--- src/rtl/prog_load_pkg.sv ---
// Shared types and defaults for the UART program-upgrade loader.
// Holds the state encoding, the byte order of assembled words and the default limits.
package prog_load_pkg;

  typedef enum logic [2:0] {
    S_IDLE,
    S_LEN_LO,
    S_LEN_HI,
    S_DATA,
    S_WRITE,
    S_CSUM,
    S_DONE,
    S_ERR
  } state_t;

  localparam bit BYTE_LSB_FIRST  = 1'b1;
  localparam int DEF_MAX_WORDS   = 16384;
  localparam int DEF_TIMEOUT_CYC = 10000000;

  // Byte lane within the 32-bit word for the idx-th received byte.
  function automatic logic [1:0] byte_lane(input logic [1:0] idx);
    return BYTE_LSB_FIRST ? idx : ~idx;
  endfunction

endpackage

--- src/rtl/prog_load_timeout.sv ---
// Saturating idle counter: expire rises LIMIT enabled cycles after the last clear.
// No backpressure; LIMIT of 0 never expires.
module prog_load_timeout #(
  parameter int LIMIT = 100
) (
  input  logic clock,
  input  logic reset,
  input  logic clr,
  input  logic en,
  output logic expire
);

  localparam int CW = (LIMIT > 1) ? $clog2(LIMIT + 1) : 1;

  logic [CW-1:0] cnt_q;
  logic          sat;

  assign sat    = (cnt_q == CW'(LIMIT));
  assign expire = (LIMIT != 0) && sat;

  always_ff @(posedge clock or posedge reset) begin
    if (reset) begin
      cnt_q <= '0;
    end else if (clr) begin
      cnt_q <= '0;
    end else if (en && !sat) begin
      cnt_q <= cnt_q + CW'(1);
    end
  end

endmodule

--- src/rtl/prog_load_ctrl.sv ---
// UART program-upgrade sequencer: LEN_LO, LEN_HI, 4*N data bytes -> one-cycle upg_wen_o per word.
// Write issues one cycle after the 4th byte; no backpressure on rx. PROG_LOAD_CSUM_EN adds an XOR checksum byte.
module prog_load_ctrl
  import prog_load_pkg::*;
#(
  parameter int ADDR_W      = 14,
  parameter int MAX_WORDS   = DEF_MAX_WORDS,
  parameter int TIMEOUT_CYC = DEF_TIMEOUT_CYC
) (
  input  logic              clock,
  input  logic              reset,
  input  logic              start_i,
  input  logic              rx_valid_i,
  input  logic [7:0]        rx_data_i,
  output logic              upg_rst_o,
  output logic              upg_wen_o,
  output logic [ADDR_W-1:0] upg_adr_o,
  output logic [31:0]       upg_dat_o,
  output logic              upg_done_o,
  output logic              err_o,
  output logic              busy_o
);

  state_t      state_q, state_d;
  logic [15:0] len_q;
  logic [15:0] word_cnt_q;
  logic [15:0] word_cnt_inc;
  logic [15:0] len_rx;
  logic [1:0]  idx_q;
  logic [31:0] shift_q;
  logic [31:0] word_next;
  logic        expire;
  logic        tmo_en;
  logic        byte_ok;
  logic        last_word;
`ifdef PROG_LOAD_CSUM_EN
  logic [7:0]  csum_q;
`endif

  assign word_cnt_inc = word_cnt_q + 16'd1;
  assign last_word    = (word_cnt_inc == len_q);
  assign len_rx       = {rx_data_i, len_q[7:0]};
  assign byte_ok      = rx_valid_i && !expire;
  assign tmo_en       = (state_q inside {S_LEN_LO, S_LEN_HI, S_DATA, S_CSUM});

  always_comb begin
    word_next = shift_q;
    word_next[8*byte_lane(idx_q) +: 8] = rx_data_i;
  end

  prog_load_timeout #(
    .LIMIT(TIMEOUT_CYC)
  ) u_timeout (
    .clock (clock),
    .reset (reset),
    .clr   (rx_valid_i || !tmo_en),
    .en    (tmo_en),
    .expire(expire)
  );

  always_ff @(posedge clock or posedge reset) begin
    if (reset) begin
      state_q <= S_IDLE;
    end else begin
      state_q <= state_d;
    end
  end

  always_comb begin
    state_d = state_q;
    case (state_q)
      S_IDLE: begin
        if (start_i) state_d = S_LEN_LO;
      end
      S_LEN_LO: begin
        if (expire)          state_d = S_ERR;
        else if (rx_valid_i) state_d = S_LEN_HI;
      end
      S_LEN_HI: begin
        if (expire) begin
          state_d = S_ERR;
        end else if (rx_valid_i) begin
          if (len_rx == 16'd0) begin
`ifdef PROG_LOAD_CSUM_EN
            state_d = S_CSUM;
`else
            state_d = S_DONE;
`endif
          end else if ({1'b0, len_rx} > 17'(MAX_WORDS)) begin
            state_d = S_ERR;
          end else begin
            state_d = S_DATA;
          end
        end
      end
      S_DATA: begin
        if (expire)                             state_d = S_ERR;
        else if (rx_valid_i && idx_q == 2'd3)   state_d = S_WRITE;
      end
      S_WRITE: begin
        if (last_word) begin
`ifdef PROG_LOAD_CSUM_EN
          // A byte landing in the final WRITE is already the checksum.
          if (rx_valid_i) state_d = (rx_data_i == csum_q) ? S_DONE : S_ERR;
          else            state_d = S_CSUM;
`else
          state_d = S_DONE;
`endif
        end else begin
          state_d = S_DATA;
        end
      end
`ifdef PROG_LOAD_CSUM_EN
      S_CSUM: begin
        if (expire)          state_d = S_ERR;
        else if (rx_valid_i) state_d = (rx_data_i == csum_q) ? S_DONE : S_ERR;
      end
`endif
      S_DONE: begin
        if (!start_i) state_d = S_IDLE;
      end
      S_ERR: begin
        if (!start_i) state_d = S_IDLE;
      end
      default: state_d = S_IDLE;
    endcase
  end

  always_ff @(posedge clock or posedge reset) begin
    if (reset) begin
      len_q      <= '0;
      word_cnt_q <= '0;
      idx_q      <= '0;
      shift_q    <= '0;
      upg_adr_o  <= '0;
      upg_dat_o  <= '0;
      upg_done_o <= 1'b0;
      err_o      <= 1'b0;
`ifdef PROG_LOAD_CSUM_EN
      csum_q     <= '0;
`endif
    end else begin
      case (state_q)
        S_IDLE: begin
          if (start_i) begin
            len_q      <= '0;
            word_cnt_q <= '0;
            idx_q      <= '0;
            upg_done_o <= 1'b0;
            err_o      <= 1'b0;
`ifdef PROG_LOAD_CSUM_EN
            csum_q     <= '0;
`endif
          end
        end
        S_LEN_LO: if (byte_ok) len_q[7:0]  <= rx_data_i;
        S_LEN_HI: if (byte_ok) len_q[15:8] <= rx_data_i;
        S_DATA: begin
          if (byte_ok) begin
            shift_q[8*byte_lane(idx_q) +: 8] <= rx_data_i;
            idx_q <= idx_q + 2'd1;
`ifdef PROG_LOAD_CSUM_EN
            csum_q <= csum_q ^ rx_data_i;
`endif
            if (idx_q == 2'd3) begin
              upg_adr_o <= word_cnt_q[ADDR_W-1:0];
              upg_dat_o <= word_next;
            end
          end
        end
        S_WRITE: begin
          word_cnt_q <= word_cnt_inc;
          // Keep a byte that arrives during the write as byte 0 of the next word.
          if (rx_valid_i && !last_word) begin
            shift_q[8*byte_lane(2'd0) +: 8] <= rx_data_i;
            idx_q <= 2'd1;
`ifdef PROG_LOAD_CSUM_EN
            csum_q <= csum_q ^ rx_data_i;
`endif
          end
        end
        default: ;
      endcase

      if (state_d == S_DONE && state_q != S_DONE) upg_done_o <= 1'b1;
      if (state_d == S_ERR && state_q != S_ERR) begin
        err_o      <= 1'b1;
        upg_done_o <= 1'b0;
      end
    end
  end

  assign upg_wen_o = (state_q == S_WRITE);
  assign upg_rst_o = (state_q == S_IDLE) || (state_q == S_ERR);
  assign busy_o    = !((state_q == S_IDLE) || (state_q == S_DONE));

endmodule

--- config.mk ---
export PLATFORM = sky130hd
export DESIGN_NAME = prog_load_ctrl
export DESIGN_NICKNAME = d
export VERILOG_FILES = /design/src/rtl/prog_load_pkg.sv /design/src/rtl/prog_load_timeout.sv /design/src/rtl/prog_load_ctrl.sv
export SDC_FILE = /design/constraint.sdc
export NUM_CORES = 1
export LEC_CHECK = 0
export ABC_AREA = 0
export ABC_CLOCK_PERIOD_IN_PS = 6400
export CELL_PAD_IN_SITES_DETAIL_PLACEMENT = 1
export CELL_PAD_IN_SITES_GLOBAL_PLACEMENT = 2
export CORE_MARGIN = 5
export CORE_UTILIZATION = 37
export CTS_BUF_LIST = sky130_fd_sc_hd__clkbuf_16
export CTS_CLUSTER_DIAMETER = 150
export DETAILED_ROUTE_END_ITERATION = 6
export PLACE_DENSITY = 0.89
export SYNTH_ARGS = -nofsm -noshare
export SYNTH_HDL_FRONTEND = slang
export SYNTH_HIERARCHICAL = 1
export SYNTH_SLANG_ARGS = --single-unit
--- constraint.sdc ---
create_clock -name clock -period 6.4 [get_ports clock]
set_clock_uncertainty 0.15 [all_clocks]
set_input_delay 1.92 -clock clock [delete_from_list [all_inputs] [get_ports clock]]
set_output_delay 1.92 -clock clock [all_outputs]
set_load 0.01 [all_outputs]
# ---- Word-level counts from Yosys, hierarchy flattened
# Cells that the tools add are included.
dict set report word_totals {
  out_inout_bits 51
  reg_bits 141
  elab_cells 106
  inputBits 12
}
dict set report classes {
  shift 2
  addsub 4
  n_reduce_logical 36
  order_cmp 1
  mux 32
  eq_ne 19
}
# op n
set op_table {}
lappend op_table {{two-way mux 24 bit} 2}
lappend op_table {{one-hot mux 8 bit (2 select lines)} 3}
lappend op_table {{negation 5 -> 34 bit} 1}
lappend op_table {{variable shift 8 x 34 -> 32 bit, first input constant} 1}
lappend op_table {{variable part select 8 x 34 -> 32 bit} 1}
lappend op_table {{two-way mux 3 bit} 11}
lappend op_table {{bitwise mux 32 bit} 1}
lappend op_table {{one-hot mux 16 bit (2 select lines)} 1}
lappend op_table {{adder 24 x 1 -> 24 bit, second input constant} 1}
lappend op_table {{== test 24 bit, second input constant} 1}
lappend op_table {{two-way mux 8 bit} 3}
lappend op_table {{== test 3 bit, second input constant} 6}
lappend op_table {{one-hot mux 3 bit (6 select lines)} 1}
lappend op_table {{adder 16 x 1 -> 16 bit, second input constant} 1}
lappend op_table {{== test 16 bit} 1}
lappend op_table {{> comparator 16 x 15 -> 1 bit, second input constant} 1}
lappend op_table {{zero test 16 bit} 1}
lappend op_table {{two-way mux 16 bit} 1}
lappend op_table {{nonzero test 2 bit} 7}
lappend op_table {{AND reduction 3 bit} 4}
lappend op_table {{nonzero test 3 bit} 3}
lappend op_table {{inequality test 2 bit, second input constant} 4}
lappend op_table {{AND reduction 2 bit} 4}
lappend op_table {{== test 3 x 2 -> 1 bit, second input constant} 2}
lappend op_table {{other kinds (15)} 32}

# ---- Logic depth before layout (Yosys ltp)
# Gate-level depths: netlist of run 1.
dict set report logic_depth {
  depth_word 10
  depth_mapped 12
}

# ---- Modules after synthesis
# The synthesis of run 1 kept the hierarchy.
# mod n_inst cells_per_inst seq_area_each_um2 area_each_um2
set by_module_without_submodules {}
lappend by_module_without_submodules {prog_load_ctrl 1 629 2927.8 5972.0}
lappend by_module_without_submodules {prog_load_timeout 1 161 600.6 1522.7}

# ---- Worst setup path after synthesis of run 1
# No wires, ideal clock.
dict set report synth_path {
  kind {reg-to-output}
  startpoint {reg state_q[0]}
  endpoint {out upg_wen_o}
  stages_incl_launch_ff 7
  path_buffers 3
  path_slack_ps 2786
  arrival_ps 1544
  path_cell_list {dfrtp_1 -> clkbuf_1 -> clkbuf_1 -> nor2_1 -> nand2_2 -> clkinv_1 -> clkbuf_1}
}
dict set report synth_via {
  elab_chain_cells 1
}
# element line
set synth_lines {}
lappend synth_lines {{from (decl)} prog_load_ctrl.sv:24} ;# state_t state_q, state_d;
lappend synth_lines {{from (signal assigned)} prog_load_ctrl.sv:65} ;# state_q <= state_d;
lappend synth_lines {{== test 3 bit} prog_load_ctrl.sv:193} ;# assign upg_wen_o = (state_q == S_WRITE);
lappend synth_lines {{to (decl)} prog_load_ctrl.sv:16} ;# output logic upg_wen_o,
# No other way between the ends.

# ---- Worst setup path after layout of run 1
dict set report layout_path {
  startpoint {reg state_q[2]}
  endpoint {out upg_rst_o}
}
dict set report layout_via {
  elab_chain_cells 2
}
# element line
set layout_lines {}
lappend layout_lines {{== test 3 bit or zero test 3 bit (tied branches)} prog_load_ctrl.sv:194} ;# assign upg_rst_o = (state_q == S_IDLE) || (state_q == S_ERR);
lappend layout_lines {{logical OR 1 bit (*)} prog_load_ctrl.sv:194}
lappend layout_lines {{to (decl)} prog_load_ctrl.sv:15} ;# output logic upg_rst_o,
# Mark *: on every way between the ends. The rest lies on a longest branch, timed or not.

==> results.md, run 1 <==
* Initial Util at 0.373
* Leading cell types by count after synthesis: dfrtp_1, nand2_1, o21ai_0
* Crit start category: flip-flop
* Slew Viols, Final at 0
* Postcts setup bufs at 0
* P&R area growth vs syn at 17.6%
* Post-synth EDFFs at 0
* Largest net degree at the start of global routing at 63
* Vias at 6001
* Cell area power density at 413 nW/um^2
* Flop pwr share at 0.394
* Worst r2r src: u_timeout/cnt_q[3]$_DFFE_PP0P_
* MaxCap Viol Count at 0
* Final min period at 4.47 ns
* Crit Path Category: flip-flop to output pin
* ANT nets after route at 0
* Worst Path Arrival at 2.40 ns
* Most frequent cell after synthesis: dfrtp_1
* RSZ-0062 raised after global routing: no
* Min-delay src: upg_dat_o[19]$_DFFE_PP0P_
* Gpl congestion at 0.780
* Asr flop ratio synth at 1.00
* Full die area at 23200 um^2
* Unique masters post-synth at 79
* Crit Path Max Fanout at 19
* # diodes at 0
* Initial antenna violation count at 0
* Reg2reg end: upg_dat_o[3]$_DFFE_PP0P_
* Filler instances at 2243
* CTS Buffer Depth at 2
* Grt total ovfl at 0
* Clock slew at reported path FFs at 0.07 ns
* Cells after synthesis at 790
* Post-CTS sizing at 0
* Clock network fraction of total power at 0.267
* Core Box Area at 20100 um^2
* H-tree depth at 4
* Worst-Margin Slew at 1.22 ns
* Yosys warns at 6
* Worst path cell trace: nor2_1 > inv_1 > o21ai_0 > clkdlybuf4s50_1
* LEAKAGE at 3.73 nW
* Hold depth at 2
* Clock tree root driver cell: clkbuf_16
* Flops & latches, synth at 141
* CTS tree: yes
* Via/cell ratio at 5.43
* Final setup violation count at 0
* Top_reg_cell synth: dfrtp_1
* Max rail drop VDD at 0.191 mV
* Slowest Stage Delay on Critical Path at 0.63 ns
* Routed wire length at 20100 um
* DRT iter0 DRCs at 258
* Rows at 52
* Worst hold endpoint: upg_dat_o[19]$_DFFE_PP0P_
* Final Hold Vio Count at 0
* Setup TNS at 0 ns
* Vias in the first global route at 6313
* Cell taking the most area after synthesis: dfrtp_1
* Ports at 63
* Worst setup EP type: output pin
* Min-Delay Path Class: flip-flop to flip-flop
* Die Wd at 152 um
* CTS Hold Bufs at 0
* Highest clock rate at 224 MHz
* Combinational share of power at 0.339
* Die height at 152 um
* Global-route wire length before repair at 33800 um
* Worst reg-to-reg path cell count at 10
* Net Sw Power at 1.35 mW
* Top cell type's share of synthesized area at 0.471
* Critical Path RT at 4.33 ns
* DRC at 0
* Clock Sinks at 141
* Design Power at 3.64 mW
* Internal Pwr Total at 2.30 mW
* Status: finished, final reports clean
* Most area-consuming cells after synthesis: dfrtp_1, o21ai_0, nand2_1, a21oi_1, nor2b_1
* Mapped cell area at 7490 um^2
* Input/output buffers at 62
* Post-synthesis net count at 811
* Fraction of layout cells with a size suffix above 1 at 0.0993
* GRT Total Usage at 0.176
* Critical path's slowest cell: clkdlybuf4s50_1
* Register area share after synthesis at 0.471
* Num CTS Buffers at 17
* Syn Area/Cell at 9.49 um^2
* Rel. slew slack at 0.179
* Sw frac at 0.370
* Final period util at 0.699
* R2R setup slack at 2.97 ns
* Final-stage net count at 844
* Wire per inst at 18.2 um
* Post-DP HPWL at 13600 um
* Worst skew pair latency at 0.42 ns
* Drt first pass iters at 4
power groups by stage:
stage                     clock network, mW  logic, mW  registers (mW)
after detailed placement                  0       1.25            1.45
after floorplan                           0      0.867            1.35
after CTS                             0.993       1.26            1.44
after global routing                   1.03       1.38            1.48
final                                 0.972       1.23            1.44
after global placement                    0       1.21            1.44
final cells by class:
class                   instances  area, um^2  share of cell area
clock buffers                  17         425              0.0483
clock inverters                15         154              0.0175
inverters                      23        88.8              0.0101
multi-input cells             570        3600               0.408
flip-flops and latches        141        3530               0.400
well taps                     270         338              0.0383
repair buffers                 70         681              0.0772
critical path: cells and delay by family, from the launching register on:
family | cells | cell delay [ns]
buffers and inverters | 2 | 0.69
DFF | 1 | 0.59
AOI/OAI and AO/OA | 1 | 0.40
and+or+nand+nor | 1 | 0.30
worst max path at each step:
stage          depth (start not counted)  slack, ns            startpoint                         to
2_1_floorplan                          1       1.23                 reset          err_o$_DFFE_PP0P_
3_3_place_gp                           9       1.76            rx_valid_i   upg_dat_o[7]$_DFFE_PP0P_
3_5_place_dp                           9       1.66            rx_valid_i  upg_dat_o[14]$_DFFE_PP0P_
4_1_cts                                4       1.87  state_q[2]$_DFF_PP0_                  upg_rst_o
5_1_grt                                4       1.71  state_q[1]$_DFF_PP0_                  upg_wen_o
6_report                               4       1.93  state_q[2]$_DFF_PP0_                  upg_rst_o
kinds of logic after synthesis:
logic type | after synthesis | share of synthesized area
AO/OA/AOI/OAI | 211 | 0.176
buffers and inverters | 79 | 0.0499
XOR/XNOR | 29 | 0.0339
multiplexers | 18 | 0.0265
adder cells (fa/ha/maj) | 9 | 0.0150
AND/OR/NAND/NOR | 303 | 0.228
flip-flops | 141 | 0.471
routing by layer:
layer  vias to the layer above  part of all wire  wire length [um]  GRT usage
met5                         -                 0                 0          0
met4                         0             0.013               257     0.0424
met3                        17             0.034               691     0.0349
met2                        78              0.48              9680      0.293
met1                      3031              0.47              9510      0.239
li1                       2875                 -                 -          -
sequential cells by signal, indices dropped and copies added (netlist names), 2 cells and up:
signal           flops
upg_adr_o           14
shift_q             32
word_cnt_q          16
len_q               16
u_timeout/cnt_q     24
state_q              3
upg_dat_o           32
idx_q                2
per-stage QoR:
step,instances,instance area (um^2),util,setup slack (ns),hold slack (ns)
2_1_floorplan,790,7490,-,1.23,0.308
3_3_place_gp,1074,8240,0.410,1.76,0.317
3_5_place_dp,1074,8240,0.410,1.66,0.320
4_1_cts,1106,8820,0.439,1.87,0.336
5_1_grt,1106,8820,0.439,1.71,0.353
6_report,1106,8820,0.439,1.93,0.329
cells in the final DEF (no fill, tap or decap), types with 3 or more instances in the layout:
| cell | netlist | layout |
|---|---|---|
| dfrtp_1 | 141 | 141 |
| nand2_1 | 107 | 106 |
| o21ai_0 | 86 | 86 |
| clkdlybuf4s50_1 | 0 | 62 |
| a21oi_1 | 50 | 50 |
| nor2b_1 | 39 | 39 |
| nor2_1 | 37 | 37 |
| a22o_1 | 26 | 26 |
| inv_1 | 22 | 21 |
| nand3_1 | 20 | 20 |
| clkbuf_16 | 0 | 17 |
| xnor2_1 | 16 | 16 |
| xor2_1 | 13 | 13 |
| mux2_2 | 13 | 13 |
| nand4_1 | 12 | 12 |
| nor3_1 | 11 | 11 |
| nor4_1 | 10 | 10 |
| ha_1 | 9 | 9 |
| o22ai_1 | 8 | 8 |
| buf_4 | 2 | 8 |
| or3_1 | 7 | 7 |
| and3_1 | 6 | 6 |
| a31oi_1 | 6 | 6 |
| inv_6 | 0 | 6 |
| nand2b_1 | 5 | 5 |
| and2_1 | 5 | 5 |
| nand4b_1 | 4 | 4 |
| a21o_1 | 4 | 4 |
| o31ai_1 | 4 | 4 |
| nor4b_2 | 2 | 3 |
| or4_1 | 3 | 3 |
| mux2i_1 | 3 | 3 |
| nand4_2 | 3 | 3 |
| a31o_2 | 3 | 3 |
| o41ai_1 | 3 | 3 |
| clkinvlp_4 | 0 | 3 |
Note: power is estimated with default switching activity, not from simulation.
==> inputs of run 2 (changes only) <==
ABC_CLOCK_PERIOD_IN_PS = 4400   (was 6400)
clock period = 4.4 ns   (was 6.4 ns; I/O delays follow)
==> results.md, run 2 (synthesis gave the netlist of run 1 again) <==
* Worst Path Arrival at 2.40 ns
* Clock slew at reported path FFs at 0.06 ns
* Flop pwr share at 0.379
* Gpl congestion at 0.812
* Cell area power density at 602 nW/um^2
* Vias in the first global route at 6387
* Final period util at 0.880
* Clock tree root driver cell: clkbuf_16
* Top Usage Layer GRT: met2
* Slowest Stage Delay on Critical Path at 0.64 ns
* Routed wire length at 20600 um
* Ports at 63
* Postcts setup bufs at 0
* CTS Buffer Depth at 2
* Slew Viols, Final at 0
* Initial Util at 0.373
* Initial antenna violation count at 1
* H-tree depth at 4
* Met3 usage at 0.0395
* Wire per inst at 18.5 um
* Core Box Area at 20100 um^2
* Max rail drop VDD at 0.303 mV
* Most frequent cells in the layout: dfrtp_1, nand2_1, o21ai_0
* Worst path cell trace: buf_4 > nor2_1 > inv_1 > o21ai_0 > clkdlybuf4s50_1
* Met1 Use GR at 0.253
* CP Depth at 5
* Internal Pwr Total at 3.41 mW
* Reg2reg end: shift_q[0]$_DFFE_PP0P_
* CTS Hold Bufs at 0
* Via/cell ratio at 5.47
* Post-DP HPWL at 13800 um
* Post-CTS sizing at 0
* GRT Total Usage at 0.179
* GR Util met2 at 0.282
* R2R setup slack at 1.05 ns
* Full die area at 23200 um^2
* RSZ-0062 raised after global routing: no
* Worst setup path start: state_q[0]$_DFF_PP0_
* Delay-heaviest family, CP: buffers and inverters
* ANT nets after route at 0
* Worst skew pair latency at 0.43 ns
* Vias at 6102
* MaxCap Viol Count at 0
* LEAKAGE at 3.78 nW
* Rel. slew slack at 0.335
* Fraction of layout cells with a size suffix above 1 at 0.105
* Die height at 152 um
* Highest clock rate at 258 MHz
* Global-route wire length before repair at 34300 um
* Leading cell type in the layout, fill and taps excluded: dfrtp_1
* Final setup violation count at 0
* CTS tree: yes
* DRT iter0 DRCs at 357
* Net Sw Power at 1.95 mW
* Combinational share of power at 0.356
* Clock network fraction of total power at 0.265
* Biggest regs: shift_q: 32 flops, upg_dat_o: 32 flops, u_timeout/cnt_q: 24 flops
* Worst Setup EP: upg_rst_o
* P&R area growth vs syn at 18.7%
* Crit start category: flip-flop
* Die Wd at 152 um
* Input/output buffers at 62
* Final Hold Vio Count at 0
* Num CTS Buffers at 17
* Worst reg-to-reg path cell count at 8
* Status: finished, final reports clean
* Worst r2r src: word_cnt_q[0]$_DFFE_PP0P_
* Setup TNS at 0 ns
* DRC at 0
* Final-stage net count at 853
* Critical Path RT at 2.93 ns
* Final min period at 3.87 ns
* Filler instances at 2263
* Drt first pass iters at 4
* Sw frac at 0.363
* Min-Delay Path Class: flip-flop to flip-flop
* Crit Path Max Fanout at 16
* Critical path's slowest cell: clkdlybuf4s50_1
* Worst setup EP type: output pin
* Crit Path Category: flip-flop to output pin
* Buffers & Inverters on Critical Path at 3
* Worst-Margin Slew at 0.997 ns
* Rows at 52
* Design Power at 5.35 mW
* Clock Sinks at 141
* Grt total ovfl at 0
* Largest net degree at the start of global routing at 117
==> run 2: cell count changes in the layout (fill, tap and decap cells not counted), sizes merged <==
cell and delta:
inv -4, clkinv +1, clkinvlp +2, diode +1
bufinv +1, buf +9
==> run 2: power by group through the flow <==
stage                     clock network (mW)  registers, mW  logic [mW]
after detailed placement                   0           2.04        1.92
final                                   1.42           2.03        1.91
after floorplan                            0           1.97        1.26
after global routing                    1.50           2.08        2.11
after CTS                               1.45           2.03        1.93
after global placement                     0           2.03        1.87
==> run 2: final cells by class <==
type | instances | area (um^2) | area share
diodes | 1 | 2.50 | 0.000281
clock buffers | 17 | 425 | 0.0478
clock inverters | 15 | 146 | 0.0165
inverters | 23 | 90.1 | 0.0101
multi-input cells | 570 | 3590 | 0.404
flip-flops and latches | 141 | 3530 | 0.397
well taps | 270 | 338 | 0.0380
repair buffers | 79 | 773 | 0.0869
==> run 2: stage by stage <==
stage | setup slack (ns) | hold WS (ns) | instances | util | area, um^2
final | 0.529 | 0.333 | 1116 | 0.443 | 8900
after global routing | 0.421 | 0.356 | 1115 | 0.442 | 8900
after global placement | 0.889 | 0.319 | 1083 | 0.414 | 8320
after detailed placement | 0.847 | 0.325 | 1083 | 0.414 | 8320
after floorplan | 1.39 | 0.308 | 790 | - | 7500
after CTS | 0.517 | 0.340 | 1115 | 0.442 | 8900
==> run 2: worst min path at each step <==
stage / cells after the start / end / startpoint / slack, ns
2_1_floorplan: 1 / shift_q[10]$_DFFE_PP0P_ / shift_q[10]$_DFFE_PP0P_ / 0.31
3_3_place_gp: 2 / upg_dat_o[21]$_DFFE_PP0P_ / upg_dat_o[21]$_DFFE_PP0P_ / 0.32
6_report: 2 / upg_dat_o[30]$_DFFE_PP0P_ / upg_dat_o[30]$_DFFE_PP0P_ / 0.33
3_5_place_dp: 2 / upg_dat_o[16]$_DFFE_PP0P_ / upg_dat_o[16]$_DFFE_PP0P_ / 0.32
4_1_cts: 2 / upg_dat_o[25]$_DFFE_PP0P_ / upg_dat_o[25]$_DFFE_PP0P_ / 0.34
5_1_grt: 1 / shift_q[18]$_DFFE_PP0P_ / shift_q[18]$_DFFE_PP0P_ / 0.36
==> run 2: metal layers <==
metal,vias to the layer above,wire length (um)
li1,2899,-
met1,3093,10100
met2,96,9490
met3,14,841
met4,0,189
met5,-,0
==> run 2: worst register-to-register path: cells and delay by family (launching register included) <==
kind / cells / cell delay, ns
AND/OR/NAND/NOR: 3 / 1.00
AO/OA/AOI/OAI: 3 / 0.93
flip-flops: 1 / 0.57
adder cells (fa/ha/maj): 1 / 0.37
XOR/XNOR: 1 / 0.17
==> inputs of run 3 (changes only) <==
ABC_AREA = 1   (was 0)
CORE_UTILIZATION = 34   (was 37)
PLACE_DENSITY = 0.9   (was 0.89)
==> results.md, run 3 <==
* Top_reg_cell synth: dfrtp_1
* Final Hold Vio Count at 0
* Max Used Layer: met5
* Drt first pass iters at 5
* Min-delay src: upg_dat_o[10]$_DFFE_PP0P_
* Register area share after synthesis at 0.441
* Critical Path RT at 2.93 ns
* Slew Viols, Final at 0
* Final worst slack at 0.767 ns
* Die height at 163 um
* CTS tree: yes
* Worst Path Arrival at 2.16 ns
* Crit start category: flip-flop
* Core Box Area at 23300 um^2
* H-tree depth at 4
* CTS Buffer Depth at 2
* Postcts setup bufs at 0
* Vias at 7438
* Most frequent cell after synthesis: nand2_1
* Post-CTS sizing at 0
* Final period util at 0.826
* Clock tree root driver cell: clkbuf_16
* Top cell type's share of synthesized area at 0.441
* Global-route wire length before repair at 40300 um
* Rows at 56
* ANT nets after route at 0
* M1 WL at 11300 um
* Most area-consuming cells after synthesis: dfrtp_1, nand2_1, nand3_1, inv_1, o21ai_0
* Post-synthesis net count at 1134
* Unique masters post-synth at 38
* DRC at 0
* Worst skew pair latency at 0.43 ns
* Num CTS Buffers at 17
* Gpl congestion at 0.835
* Setup TNS at 0 ns
* Largest net degree at the start of global routing at 49
* Worst setup EP type: output pin
* Min-Delay Path Class: flip-flop to flip-flop
* Grt total ovfl at 0
* Reg2reg end: shift_q[4]$_DFFE_PP0P_
* Initial antenna violation count at 1
* Cell area power density at 516 nW/um^2
* Worst reg-to-reg path cell count at 15
* LEAKAGE at 4.41 nW
* Final min period at 3.63 ns
* GRT Total Usage at 0.189
* Hold depth at 2
* Worst hold endpoint: upg_dat_o[10]$_DFFE_PP0P_
* Leading cell types by count after synthesis: nand2_1, dfrtp_1, inv_1
* Ports at 63
* Final setup violation count at 0
* Vias in the first global route at 7829
* Input/output buffers at 62
* Cells after synthesis at 1113
* Initial Util at 0.343
* Highest clock rate at 275 MHz
* Full die area at 26700 um^2
* Leading cell type in the layout, fill and taps excluded: nand2_1
* Cell taking the most area after synthesis: dfrtp_1
* R2R setup slack at 1.70 ns
* P&R area growth vs syn at 19.2%
* Fraction of layout cells with a size suffix above 1 at 0.0709
* Routed wire length at 24100 um
* Via/cell ratio at 4.95
* Rel. slew slack at 0.318
* Yosys warns at 6
* Syn Area/Cell at 7.18 um^2
* Status: finished, final reports clean
* Flops & latches, synth at 141
* Worst r2r src: word_cnt_q[0]$_DFFE_PP0P_
* DRT iter0 DRCs at 433
* RSZ-0062 raised after global routing: no
* Setup slack after placement at 0.754 ns
* Biggest regs: shift_q: 32 flops, upg_dat_o: 32 flops, u_timeout/cnt_q: 24 flops
* Die Wd at 163 um
* # diodes at 0
* Asr flop ratio synth at 1.00
* Clock Sinks at 141
* Worst-Margin Slew at 1.02 ns
* Routed wl met3 at 908 um
* Crit Path Category: flip-flop to output pin
* Max rail drop VDD at 0.257 mV
* WL met2 at 11600 um
* Mapped cell area at 7990 um^2
* Clock slew at reported path FFs at 0.07 ns
* MaxCap Viol Count at 0
* Wire per inst at 16.1 um
* CTS Hold Bufs at 0
* Final-stage net count at 1192
* Crit Path Max Fanout at 6
* Most frequent cells in the layout: nand2_1, dfrtp_1, inv_1
* Post-DP HPWL at 17600 um
* Post-synth EDFFs at 0
run 3: cells by family after synthesis:
kind of cell,synth area share
buffers and inverters,0.0831
AO/OA/AOI/OAI,0.0966
AND/OR/NAND/NOR,0.349
flip-flops,0.441
XOR/XNOR,0.0131
multiplexers,0.00250
adder cells (fa/ha/maj),0.0141
run 3: metrics by stage:
step	cells	hold WS (ns)	instance area (um^2)	utilization	total power, mW
floorplan	1113	0.309	8000	-	2.93
global placement	1471	0.309	8970	0.384	3.48
detailed placement	1471	0.315	8970	0.384	3.53
CTS	1503	0.340	9530	0.408	4.96
global route	1503	0.358	9530	0.408	5.28
finish	1503	0.333	9530	0.408	4.91
run 3: area by class of cell:
type	count	area [um^2]
Inverter	132	504
Sequential cell	141	3530
Timing Repair Buffer	72	733
Tap cell	319	399
Clock inverter	15	135
Clock buffer	17	425
Fill cell	2946	13800
Multi-Input combinational cell	807	3800
run 3: worst max-delay path, cell delays in order, from the launching register on:
cell             delay, ns
dfrtp_1               0.45
nor2_1                0.16
inv_1                 0.11
nor2_1                0.21
inv_1                 0.10
nand2_1               0.14
clkdlybuf4s50_1       0.57
run 3: worst max-delay path by stage:
stage	from	end	slack, ns
2_1_floorplan	reset	err_o$_DFFE_PP0P_	1.50
3_3_place_gp	rx_valid_i	upg_adr_o[10]$_DFFE_PP0P_	0.94
3_5_place_dp	rx_valid_i	upg_adr_o[12]$_DFFE_PP0P_	0.75
4_1_cts	state_q[1]$_DFF_PP0_	upg_rst_o	0.75
5_1_grt	state_q[1]$_DFF_PP0_	upg_rst_o	0.62
6_report	state_q[1]$_DFF_PP0_	upg_rst_o	0.77
run 3: per-layer routing:
metal	up-vias	GRT usage
met3	27	0.0366
met2	117	0.313
met5	-	0
met1	3613	0.254
li1	3679	-
met4	2	0.0480
run 3: power by group:
group          switching (mW)  internal [mW]  leakage, nW  total (mW)
Clock                   0.623          0.787        0.282        1.41
Combinational            1.19          0.591         2.20        1.78
Sequential              0.166           1.56         1.93        1.72
Total                    1.98           2.93         4.41        4.91
